$ cat src/rtl/mux16_rr_arbiter.sv
// Round-robin arbiter owning the select of a shared 16:1 mux datapath.
// A grant is held until done, request withdrawal, or timeout; priority then rotates past the owner.
module mux16_rr_arbiter #(
    parameter int N       = 16,
    parameter int SELW    = 4,
    parameter int TIMEOUT = 200
) (
    input  logic            clk,
    input  logic            rst_n,
    input  logic [N-1:0]    req,
    input  logic            done,
    output logic [SELW-1:0] sel,
    output logic [N-1:0]    grant,
    output logic            busy,
    output logic            timeout_err
);

    typedef enum logic [1:0] {
        IDLE,
        BUSY,
        REL
    } state_t;

    localparam logic [7:0]   CNT_LAST = 8'(TIMEOUT - 1);
    localparam logic [N-1:0] ONE_HOT0 = N'(1);

    state_t          state;
    logic [SELW-1:0] ptr;
    logic [7:0]      cnt;
    logic [SELW-1:0] winner;
    logic [SELW-1:0] idx;
    logic            any_req;
    logic            release_now;

    // Scan ptr, ptr+1, ... with natural 4-bit wrap; first requester found wins.
    always_comb begin
        winner  = '0;
        idx     = '0;
        any_req = 1'b0;
        for (int i = 0; i < N; i++) begin
            idx = ptr + SELW'(i);
            if (!any_req && req[idx]) begin
                winner  = idx;
                any_req = 1'b1;
            end
        end
    end

    assign release_now = done || !req[sel] || (cnt == CNT_LAST);

    always_ff @(posedge clk or negedge rst_n) begin
        if (!rst_n) begin
            state       <= IDLE;
            sel         <= '0;
            grant       <= '0;
            busy        <= 1'b0;
            timeout_err <= 1'b0;
            ptr         <= '0;
            cnt         <= '0;
        end else begin
            case (state)
                IDLE: begin
                    if (any_req) begin
                        sel   <= winner;
                        grant <= ONE_HOT0 << winner;
                        busy  <= 1'b1;
                        cnt   <= '0;
                        state <= BUSY;
                    end
                end
                BUSY: begin
                    if (cnt != 8'hFF) begin
                        cnt <= cnt + 8'd1;
                    end
                    if (release_now) begin
                        grant       <= '0;
                        busy        <= 1'b0;
                        ptr         <= sel + SELW'(1);
                        // Only a pure timeout flags an error; done or abandon take precedence.
                        timeout_err <= !done && req[sel];
                        state       <= REL;
                    end
                end
                REL: begin
                    timeout_err <= 1'b0;
                    state       <= IDLE;
                end
                default: begin
                    state <= IDLE;
                end
            endcase
        end
    end

endmodule

$ cat config.mk
export PLATFORM = sky130hd
export DESIGN_NAME = mux16_rr_arbiter
export DESIGN_NICKNAME = d
export VERILOG_FILES = /design/src/rtl/mux16_rr_arbiter.sv
export SDC_FILE = /design/constraint.sdc
export NUM_CORES = 1
export LEC_CHECK = 0
export ABC_AREA = 1
export ABC_CLOCK_PERIOD_IN_PS = 10550
export BUFFER_PORTS_ARGS = -buffer_cell sky130_fd_sc_hd__buf_4
export CAP_MARGIN = 10
export CORE_AREA = 2 2 91 93
export DETAILED_ROUTE_END_ITERATION = 12
export DIE_AREA = 0 0 93 95
export PLACE_DENSITY_LB_ADDON = 0.1
export SLEW_MARGIN = 20
export SYNTH_ARGS = -nofsm -noshare
export SYNTH_HDL_FRONTEND = slang
export SYNTH_SLANG_ARGS = --single-unit
$ cat constraint.sdc
create_clock -name clk -period 10.55 [get_ports clk]
set_input_delay 1.5825 -clock clk [delete_from_list [all_inputs] [get_ports clk]]
set_output_delay 1.5825 -clock clk [all_outputs]
set_load 0.05 [all_outputs]
Yosys cells after proc, flatten, opt, wreduce, memory -nomap -nowiden
Index checks and enable logic that the tools add are counted.
{"block": "op_classes", "n_addsub": 17, "mul": 0, "div": 0, "magnitude_cmp": 17, "eq_ne": 7, "shifts": 1, "n_mux": 80, "n_bitwise": 0, "reduce_logical": 44}
{"op": "$lt 4x5->1 const B", "n": 17}
{"op": "$bmux 1 s4", "n": 17}
{"op": "$mux 4", "n": 16}
{"op": "$mux 1", "n": 36}
{"op": "$add 4x4->4 const B", "n": 8}
{"op": "$mux 16", "n": 2}
{"op": "$pmux 16 s2", "n": 1}
{"op": "$logic_not 1->1", "n": 17}
{"op": "$add 4x3->4 const B", "n": 4}
{"op": "$logic_and 1x1->1", "n": 16}
{"op": "$mux 8", "n": 2}
{"op": "$pmux 8 s2", "n": 1}
{"op": "$shl 1x4->16 const A", "n": 1}
{"op": "$add 4x1->4 const B", "n": 2}
{"op": "$add 4x2->4 const B", "n": 2}
{"op": "$add 8x1->8 const B", "n": 1}
{"op": "$eq 8x8->1 const B", "n": 1}
{"op": "$ne 8x8->1 const B", "n": 1}
{"op": "$reduce_and 2->1", "n": 4}
{"op": "$ne 2x2->1 const B", "n": 3}
{"op": "$reduce_and 3->1", "n": 2}
{"op": "$mux 2", "n": 2}
{"op": "$pmux 1 s2", "n": 2}
{"op": "$pmux 2 s2", "n": 1}
{"op": "5 further kinds", "n": 7}
{"block": "word_totals", "ff_bits": 36, "latchBits": 0, "ram_bits": 0, "romBits": 0, "out_inout_bits": 22, "mem_count": 0}

Logic depth before layout (Yosys ltp)
Gate-level depths: netlist of run 1.
{"block": "logic_depth", "word_depth": 51, "ltp_mapped": 28, "depth_no_buf": 25}

Worst setup path before layout of run 1
Ideal clock, no wire load.
{"block": "synth_path", "path_type": "input port to flip-flop", "start": "input port req[11]", "end": "register grant[3]", "arrival_time_ps": 3672, "t_required_ps": 10432, "path_slack_ps": 6760, "path_stages": 21, "n_path_buf": 1, "cell_sequence": "nand2_1 > nand3_1 > nand3_1 > nand2_1 > nand2_1 > nand2_2 > nor2_8 > nand4_4 > nor2_8 > nand4_4 > nor2_4 > nand4_4 > nor2_8 > nand3_4 > inv_2 > nand2_1 > nand2_2 > buf_6 > nor2_1 > nand2_1 > nand2_1"}
{"block": "synth_via", "elab_chain_len": 51, "elab_cells_between_ends": 105, "classes_between": "eq/ne (2); shift (1); mux (68); reduce/logical (34)"}
{"item": "from (decl)", "line_no": "10", "text": "input logic [N-1:0] req,"}
{"item": "$bmux 1 s4", "line_no": "42", "text": "if (!any_req && req[idx]) begin"}
{"item": "$mux 1 (implied by the code)", "line_no": "42"}
{"item": "$mux 1", "line_no": "42"}
{"item": "$logic_not 1->1", "line_no": "42"}
{"item": "$logic_and 1x1->1", "line_no": "42"}
{"item": "$mux 1", "line_no": "42"}
{"item": "$logic_not 1->1", "line_no": "42"}
{"item": "$logic_and 1x1->1", "line_no": "42"}
{"item": "(+35 left out)"}
{"item": "$logic_and 1x1->1", "line_no": "42"}
{"item": "$mux 1", "line_no": "42"}
{"item": "$logic_not 1->1", "line_no": "42"}
{"item": "$logic_and 1x1->1", "line_no": "42"}
{"item": "$mux 4", "line_no": "42"}
{"item": "$shl 1x4->16", "line_no": "65", "text": "grant <= ONE_HOT0 << winner;"}
{"item": "$mux 16", "line_no": "63", "text": "if (any_req) begin"}
{"item": "$pmux 16 s2", "line_no": "61", "text": "case (state)"}
{"item": "to (signal assigned)", "line_no": "65"}
{"item": "to (decl)", "line_no": "13", "text": "output logic [N-1:0] grant,"}
Several ways; a longest one is shown, not always the timed one. The select of a mux whose other input is x is not followed.
A chain may end at the register's enable or synchronous reset.

Worst setup path in the final report of run 1
{"block": "layout_path", "start": "register ptr[1]", "end": "register grant[2]"}
{"block": "layout_via", "elab_chain_len": 51, "elab_cells_between_ends": 114, "classes_between": "add/sub (15); eq/ne (1); shift (1); mux (66); reduce/logical (31)"}
{"item": "from (decl)", "line_no": "28", "text": "logic [SELW-1:0] ptr;"}
{"item": "from (signal assigned)", "line_no": "78", "text": "ptr <= sel + SELW'(1);"}
{"item": "parallel branches: the longest is 51 deep, another holds $add 4x1->4"}
Several ways; the timed one is not identified. The select of a mux whose other input is x is not followed.

==> impl_results.md, run 1 <==
* Detailed Place HPWL at 8.816 mm
* Fin nets at 654
* Critical path class: reg2reg
* Final setup violation count at 0
* R2R Setup Slk at 5.59 ns
* Outcome: completed
* Synthesized area at 3809 µm²
* Yosys warning count at 0
* Die W at just over 90 µm
* Drt wl/cell at 15.34 µm
* Critical Path Start: ptr[1]
* Sequential-to-total area share from yosys stat at 0.2365
* Min-delay worst type: reg2reg
* Post-synthesis area per instance at between 6 and 7 µm²
* Cts bufs inserted at 5
* DR iter-0 viols at about 320
* Input/output buffers at 40
* Reg2reg path depth at 19
* Gpl congestion at 0.8971
* Final worst path period share at 0.4698
* # rows at 33
* RSZ-0062 raised after global routing: no
* Number of synthesized register bits at 36
* Die height at 95 µm
* Core box area at 7928 µm²
* Data arrival, critical path at a little over 5 ns
* Mapped Cells at 591
* Initial Utilization at 0.4804
* Data required, critical path at 10.78 ns
* Overflow after GRT at 0
* Io pins at 41
* Syn Nets at 620
* Final Hold Vio Count at 0
* Clock-pin slew on the worst setup and hold paths at 0.07 ns
* Clock Tree Buf Depth at 2
* Drt via density at between 5 and 6
* Max Cap Viol at 0
* Die area at 8835 µm²
* N_diodes at 0
* Clock Latency Late Sink at 0.29 ns
* Area Growth Syn to Fin at 10.91%
* WL final at about 11 mm
* Largest net degree at the start of global routing at 37
* Tmin final at 4.956 ns
* Rel. slew slack at 0.4315
* CP Max Fanout at 18
* RR Startpoint: ptr[1]
* DR DRC count at 0
* Detailed Routing Iterations Pass 1 at 5
* First-pass GRT wire length at around 19 mm
* Clock sink count at 36
* Share of cells above drive strength 1 at 0.1422
* # H-tree levels at 2
* CTS tree: built
* Crit end category: flop
* CP endpoint: grant[2]
* Setup_tns at 0 ns
* Hold buffer count at CTS at 0
* Final Skew at ~0.0059 ns
* FF-to-FF End: grant[2]
* Main synth FF type: dfrtp_1
* CP startpoint kind: flop
* Post-CTS sizing at 0
* Least-Margin Pin Slew at 0.8499 ns
* Number of synthesized flops with an enable pin at 0
* Ys async rst share at 1.000
* Vias in the first global route at 3928
* CTS root buf: clkbuf_8
* Final max-slew violation count at 0
* GRT Total Usage at 0.2657
* Post-CTS Setup Inserts at 0
* Post-detailed-route count of antenna-violating nets at 0
* F_max at between 0.2 and 0.25 GHz
* Initial antenna violation count at 0
* Post-synth cell types at 42
* Vias at 4085
[synth_stat cells, types with 4 or more instances]
cell | instances | area [µm²]
ha_1 | 10 | 125.1
nor2_1 | 53 | 198.9
nor2_8 | 4 | 80.08
nand4_1 | 14 | 87.58
nand2_4 | 4 | 45.04
buf_2 | 4 | 20.02
nand2_2 | 9 | 56.30
dfrtp_1 | 36 | 900.9
o211ai_1 | 4 | 30.03
o21ai_0 | 25 | 125.1
inv_2 | 4 | 15.01
buf_6 | 7 | 78.83
xor2_1 | 9 | 78.83
nand3_1 | 116 | 580.6
a21oi_1 | 5 | 25.02
o21ai_1 | 4 | 20.02
inv_1 | 61 | 229.0
nand2_1 | 177 | 664.4
xnor2_1 | 5 | 43.79
[state kept, by name, summed over array words and instances (netlist names)]
signal / cells
grant: 16
cnt: 8
ptr: 4
sel: 4
state: 2
busy: 1
timeout_err: 1
[through the flow]
| stage | util | hold WS [ns] | cell area [µm²] | std cells | setup WS (ns) |
|---|---|---|---|---|---|
| floorplan | - | 0.4731 | 3809 | 591 | 6.760 |
| global placement | 0.5215 | 0.4685 | 4134 | 723 | 5.892 |
| detailed placement | 0.5215 | 0.4695 | 4134 | 723 | 5.779 |
| CTS | 0.5328 | 0.4928 | 4224 | 731 | 5.722 |
| global route | 0.5328 | 0.5189 | 4224 | 731 | 5.201 |
| finish | 0.5328 | 0.4871 | 4224 | 731 | 5.594 |
[kinds of logic after synthesis]
family / count (synthesis) / share of synthesized area
adder cells (fa/ha/maj): 10 / 0.03285
buffers and inverters: 82 / 0.09823
AO/OA/AOI/OAI: 55 / 0.09166
XOR/XNOR: 17 / 0.04501
AND/OR/NAND/NOR: 391 / 0.4957
flip-flops: 36 / 0.2365
[worst min-delay path by stage]
stage,start,to,slack [ns],depth (start not counted)
after floorplan,state[1],timeout_err,0.47,1
after global placement,grant[6],grant[6],0.47,2
after detailed placement,grant[2],grant[2],0.47,2
after CTS,busy,busy,0.49,2
after global routing,busy,busy,0.52,2
final,busy,busy,0.49,2
[layout by cell type, fill, tap and decap left out, types with 9 or more instances in the layout]
cell     instances
nand2_1        177
nand3_1        116
inv_1           61
nor2_1          53
buf_4           41
dfrtp_1         36
o21ai_0         25
nand4_1         14
ha_1            10
xor2_1           9
nand2_2          9
[worst max-delay path, cell delays in order, from the launching register on]
cell     delay (ns)
dfrtp_1        0.77
inv_1          0.51
ha_1           0.64
inv_1          0.43
nand3_1        0.20
nand3_1        0.13
nand2_1        0.12
o21ai_1        0.24
inv_1          0.19
nor2_8         0.20
nand4_4        0.12
nor2_4         0.17
nand4_4        0.14
nor2_8         0.20
nand4_1        0.20
nand3_2        0.22
nand2_1        0.09
nor2_1         0.16
nand2_1        0.08
nand2_1        0.07
[final cells by class]
type / count / area (µm²)
Sequential cell: 36 / 900.9
Timing Repair Buffer: 41 / 307.8
Clock buffer: 8 / 90.09
Tap cell: 105 / 131.4
Fill cell: 827 / 3704
Multi-Input combinational cell: 473 / 2534
Inverter: 68 / 260.3
[routing by layer]
metal | wire length [µm] | GRT usage
met3 | 517 | 0.02953
met2 | 5656 | 0.4728
met5 | 0 | 0
met4 | 381 | 0.1250
met1 | 4660 | 0.3214
Power of run 1 is left out: the tool's default activity adds up to more than one toggle a clock period on the data nets, which glitch-free logic cannot reach.
==> run 2: changes to the inputs <==
--- a/config.mk
+++ b/config.mk
@@ -6,7 +6,7 @@
 export NUM_CORES = 1
 export LEC_CHECK = 0
 export ABC_AREA = 1
-export ABC_CLOCK_PERIOD_IN_PS = 10550
+export ABC_CLOCK_PERIOD_IN_PS = 4900
 export BUFFER_PORTS_ARGS = -buffer_cell sky130_fd_sc_hd__buf_4
 export CAP_MARGIN = 10
 export CORE_AREA = 2 2 91 93
==> constraint.sdc (replaced) <==
create_clock -name clk -period 4.9 [get_ports clk]
set_input_delay 0.735 -clock clk [delete_from_list [all_inputs] [get_ports clk]]
set_output_delay 0.735 -clock clk [all_outputs]
set_load 0.05 [all_outputs]
==> impl_results.md, run 2 (synthesis gave the netlist of run 1 again) <==
* Post-CTS Setup Inserts at 0
* Reg2reg path depth at 20
* Outcome: completed
* Largest register FFs at 16
* Gpl congestion at 0.9887
* Min-delay worst type: in2async
* # H-tree levels at 2
* Post-CTS sizing at 0
* CP delay by family, top: simple AND/OR/NAND/NOR gates
* Post-Place Cells at 726
* Commonest non-fill, non-tap cell in the layout: nand2_1
* RSZ-0062 raised after global routing: no
* WL final at 11.10 mm
* Max Cap Viol at 0
* Tmin final at 4.049 ns
* DR iter-0 viols at between 200 and 300
* Data arrival, critical path at 4.23 ns
* CP Max Fanout at 19
* CP max stage delay at between 0.4 and 0.5 ns
* Final max-slew violation count at 0
* CTS tree: built
* DR DRC count at 0
* Detailed Place HPWL at 8.732 mm
* Clock Tree Buf Depth at 2
* Crit end category: flop
* GRT Total Usage at 0.2653
* Core box area at 7928 µm²
* Final Hold Vio Count at 0
* Drt via density at roughly 5.5
* Buffers & Inverters on Critical Path at 4
* Share of cells above drive strength 1 at 0.1494
* FF-to-FF End: grant[1]
* CTS root buf: clkbuf_8
* Least-Margin Pin Slew at roughly 0.78 ns
* Clock Latency Late Sink at 0.30 ns
* Fin nets at 657
* Most frequent cells in the layout: nand2_1 (177), nand3_1 (116), inv_1 (61), nor2_1 (53), buf_4 (44)
* Rel. slew slack at 0.4795
* RR Startpoint: ptr[0]
* Die W at 93 µm
* Setup_tns at 0 ns
* Hold buffer count at CTS at 0
* Largest net degree at the start of global routing at 37
* Vias at 4012
* Detailed Routing Iterations Pass 1 at 5
* Vias in the first global route at 3940
* F_max at approximately 0.25 GHz
* # rows at 33
* Post-route insts no fill at 734
* Clock-pin slew on the worst setup and hold paths at 0.07 ns
* Final setup violation count at 0
* Crit. path cell count at 20
* Clock sink count at 36
* Most frequent cell on the critical path: nand2_1
* Filler cell count at slightly above 800
* Initial Utilization at 0.4804
* Final Skew at 0.009582 ns
* N_diodes at 0
* First-pass GRT wire length at 18.70 mm
* Die area at 8835 µm²
* Critical path class: reg2reg
* Largest reg by FF count: grant
* Final worst path period share at 0.8264
* CP startpoint kind: flop
* R2R Setup Slk at between 0.8 and 0.9 ns
* Data required, critical path at approximately 5.1 ns
* Largest registers: grant x16, cnt x8
* Area Growth Syn to Fin at 12.45%
* Drt wl/cell at 15.12 µm
* Cts bufs inserted at 5
* Crit path cell chain: inv_4, ha_1, inv_1, nand3_1, nand3_1, nand2_1, o21ai_1, inv_1, nor2_8, nand4_4, nor2_4, nand4_4, nor2_8, nand3_4, inv_2, nand2_1, nand2_2, nor2_1, nand2_1, nand2_1
* Post-detailed-route count of antenna-violating nets at 0
* Die height at 95 µm
* Overflow after GRT at 0
* Sequential standard cell area at 900.9 µm²
* Multi-input logic area at around 2500 µm²
* Io pins at 41
* Input/output buffers at 40
* Slowest CP cell: ha_1
* Initial antenna violation count at 0
## run 2: changes by cell type in the layout (fill, tap and decap cells not counted), sizes merged
cell    previous run  this run
buf               41        44
clkbuf             8         7
bufinv             0         1
## run 2: layer usage
metal / share of wire / track usage / up-vias
met5: 0 / 0 / -
li1: - / - / 2009
met2: 0.51 / 0.4885 / 113
met4: 0.032 / 0.1127 / 0
met1: 0.42 / 0.3187 / 1864
met3: 0.042 / 0.01915 / 26
## run 2: through the flow
| stage | instance area, µm² | setup slack [ns] | util | hold slack [ns] |
|---|---|---|---|---|
| floorplan | 3809 | 1.469 | - | 0.4394 |
| global placement | 4156 | 1.014 | 0.5243 | 0.4680 |
| detailed placement | 4156 | 0.9132 | 0.5243 | 0.4659 |
| CTS | 4283 | 0.8987 | 0.5402 | 0.4010 |
| global route | 4283 | 0.4950 | 0.5402 | 0.4281 |
| finish | 4283 | 0.8506 | 0.5402 | 0.3845 |
## run 2: worst reg2reg max path, cell delays in order, from the launching register on
cell and delay [ns]:
dfrtp_1 0.41, inv_4 0.19, ha_1 0.45, inv_1 0.42
nand3_1 0.21, nand3_1 0.12, nand2_1 0.11, o21ai_1 0.23
inv_1 0.18, nor2_8 0.19, nand4_4 0.12, nor2_4 0.18
nand4_4 0.14, nor2_8 0.21, nand3_4 0.11, inv_2 0.09
nand2_1 0.06, nand2_2 0.27, nor2_1 0.12, nand2_1 0.09
nand2_1 0.06
## run 2: area by class of cell
class / count / share of cell area
Inverter: 68 / 0.06077
Timing Repair Buffer: 44 / 0.07713
Clock inverter: 1 / 0.007011
Tap cell: 105 / 0.03067
Multi-Input combinational cell: 473 / 0.5916
Clock buffer: 7 / 0.02249
Sequential cell: 36 / 0.2103
## run 2: worst max-delay path by stage
stage                 from  endpoint  slack, ns
CTS                 ptr[0]  grant[1]       0.90
detailed placement  ptr[0]  grant[1]       0.91
global placement    ptr[0]  grant[1]       1.01
floorplan           ptr[1]  grant[3]       1.47
finish              ptr[0]  grant[1]       0.85
global route        ptr[0]  grant[1]       0.50
Power of run 2 is left out for the same reason.
==> run 3: changes to the inputs <==
--- a/config.mk
+++ b/config.mk
@@ -5,13 +5,13 @@
 export SDC_FILE = /design/constraint.sdc
 export NUM_CORES = 1
 export LEC_CHECK = 0
-export ABC_AREA = 1
-export ABC_CLOCK_PERIOD_IN_PS = 4900
+export ABC_AREA = 0
+export ABC_CLOCK_PERIOD_IN_PS = 3400
 export BUFFER_PORTS_ARGS = -buffer_cell sky130_fd_sc_hd__buf_4
 export CAP_MARGIN = 10
-export CORE_AREA = 2 2 91 93
+export CORE_AREA = 2 2 98 100
 export DETAILED_ROUTE_END_ITERATION = 12
-export DIE_AREA = 0 0 93 95
+export DIE_AREA = 0 0 100 102
 export PLACE_DENSITY_LB_ADDON = 0.1
 export SLEW_MARGIN = 20
 export SYNTH_ARGS = -nofsm -noshare
==> constraint.sdc (replaced) <==
create_clock -name clk -period 3.4 [get_ports clk]
set_input_delay 0.51 -clock clk [delete_from_list [all_inputs] [get_ports clk]]
set_output_delay 0.51 -clock clk [all_outputs]
set_load 0.05 [all_outputs]
==> impl_results.md, run 3 <==
* CTS root buf: clkbuf_8
* Vias in the first global route at 5051
* Clock Tree Buf Depth at 2
* Tmin final at 3.909 ns
* Overflow after GRT at 0
* Largest register FFs at 16
* Filler cell count at 623
* Data required, critical path at roughly 3.6 ns
* # rows at 35
* Final instance area at 7073 µm²
* Die height at about 100 µm
* Synth area leader: dfrtp_1
* N_diodes at 0
* Max Cap Viol at 0
* Share of cells above drive strength 1 at 0.5570
* Gpl congestion at 1.067
* Syn Nets at 515
* Post-synthesis area per instance at 9.114 µm²
* Final Hold Vio Count at 0
* Number of synthesized register bits at 36
* Outcome: finished, violations left
* Critical path class: reg2reg
* Post-synth top cells: nand2_1 (54), nor2_1 (42), dfrtp_1 (36)
* Largest net degree at the start of global routing at 37
* Most frequent cell after synthesis: nand2_1
* Final Skew at 0.007094 ns
* Clock Latency Late Sink at 0.29 ns
* F_max at 0.2558 GHz
* Ys async rst share at 1.000
* WL final at 18.54 mm
* Rel. slew slack at 0.6341
* Post-Place Setup Slack at -0.6503 ns
* Largest reg by FF count: grant
* Min-delay worst type: in2async
* Post-synth cell types at 74
* DR iter-0 viols at 435
* Main synth FF type: dfrtp_1
* Detailed Routing Iterations Pass 1 at 5
* Mapped Cells at approximately 490
* Final worst path period share at 1.150
* Area share of the largest cell type after synthesis at 0.2034
* Least-Margin Pin Slew at 0.5336 ns
* Most frequent cells in the layout: buf_4 (192), nand2_1 (52), dfrtp_1 (35), nor2_1 (34), mux4_2 (27)
* Setup_tns at -10.12 ns
* RSZ-0062 raised after global routing: yes
* Drt via density at 6.614
* CTS tree: built
* CP startpoint kind: flop
* Clock-pin slew on the worst setup and hold paths at 0.07 ns
* GRT Total Usage at 0.3449
* Vias at 5318
* CP Max Fanout at 6
* Sequential-to-total area share from yosys stat at 0.2034
* Io pins at 41
* Area Growth Syn to Fin at 59.69%
* Core box area at between 9000 and 10000 µm²
* Crit end category: flop
* Drt wl/cell at roughly 23 µm
* Cts bufs inserted at 5
* Commonest non-fill, non-tap cell in the layout: buf_4
* First-pass GRT wire length at about 27 mm
* # H-tree levels at 2
* Yosys warning count at 0
* Data arrival, critical path at roughly 4.1 ns
* Largest registers: grant x16, cnt x8
* DR DRC count at 0
* DP Area at 5984 µm²
* Final setup violation count at 30
* Detailed Place HPWL at between 10 and 15 mm
* Die W at 100 µm
* Synthesized area at 4429 µm²
* Input/output buffers at 40
* Fin nets at 721
* Number of synthesized flops with an enable pin at 0
* Post-detailed-route count of antenna-violating nets at 0
* Clock sink count at 36
* Initial antenna violation count at 0
* Hold buffer count at CTS at 0
* Initial Utilization at 0.4863
* Largest cells by area after synthesis: dfrtp_1 (20%), mux4_2 (12%), mux2i_1 (7.5%)
* Final max-slew violation count at 0
* Final worst slack at -0.5089 ns
* Die area at 10200 µm²
* Violated checks: negative setup slack
## run 3: critical path, stage by stage (launching register included)
cell and delay, ns:
dfrtp_1 0.38, buf_6 0.12, clkinv_4 0.05, ha_4 0.33, buf_6 0.15, mux4_2 0.54, mux2i_2 0.21, mux2i_2 0.12
a211oi_2 0.21, nand4_1 0.15, buf_6 0.15, buf_4 0.13, buf_8 0.13, a21oi_1 0.23, a31oi_1 0.14, a21o_2 0.31
buf_4 0.16, a32o_2 0.28
## run 3: metal layers
metal,global-route usage,vias up,part of all wire
met5,0,-,0
met4,0.1602,0,0.044
met3,0.06361,72,0.10
met2,0.5385,352,0.46
met1,0.4688,2594,0.39
li1,-,2300,-
## run 3: cell type report
cell class	instances	area [µm²]	share of cell area
Inverter	16	68.82	0.009729
Clock buffer	8	90.09	0.01274
Sequential cell	36	902.1	0.1275
Timing Repair Buffer	227	1923	0.2719
Tap cell	111	138.9	0.01964
Multi-Input combinational cell	406	3950	0.5585
## run 3: per-stage QoR
stage	hold slack, ns	instances	utilization
2_1_floorplan	0.2144	486	-
3_3_place_gp	0.4637	756	0.6570
3_5_place_dp	0.4732	756	0.6570
4_1_cts	0.1838	791	0.7283
5_1_grt	0.1994	804	0.7765
6_report	0.1728	804	0.7765
## run 3: cells by family after synthesis
logic type,synth area share
adders and majority gates,0.02825
buffers and inverters,0.05226
DFF,0.2034
and+or+nand+nor,0.1760
xor gates and xnor gates,0.03927
AOI/OAI and AO/OA,0.2130
muxes,0.2879
## run 3: repair_timing
| item | in CTS | in global routing |
|---|---|---|
| setup endpoints to repair | 30 | 30 |
| pin swaps | 27 | 21 |
| buffers inserted | 24 | 14 |
| cloned | 3 | 1 |
| gates resized for setup | 78 | 63 |
## run 3: final timing paths
kind | to | cells past startpoint | slack (ns) | startpoint
max in group asynchronous | ptr[1] | 1 | 2.86 | rst_n
hold reg to reg | grant[11] | 2 | 0.50 | grant[11]
hold / removal | grant[0] | 1 | 0.17 | rst_n
setup / recovery | grant[6] | 17 | -0.51 | ptr[0]
min in group clk | grant[11] | 2 | 0.50 | grant[11]
setup reg to reg | grant[6] | 17 | -0.51 | ptr[0]
Power of run 3 is left out for the same reason.
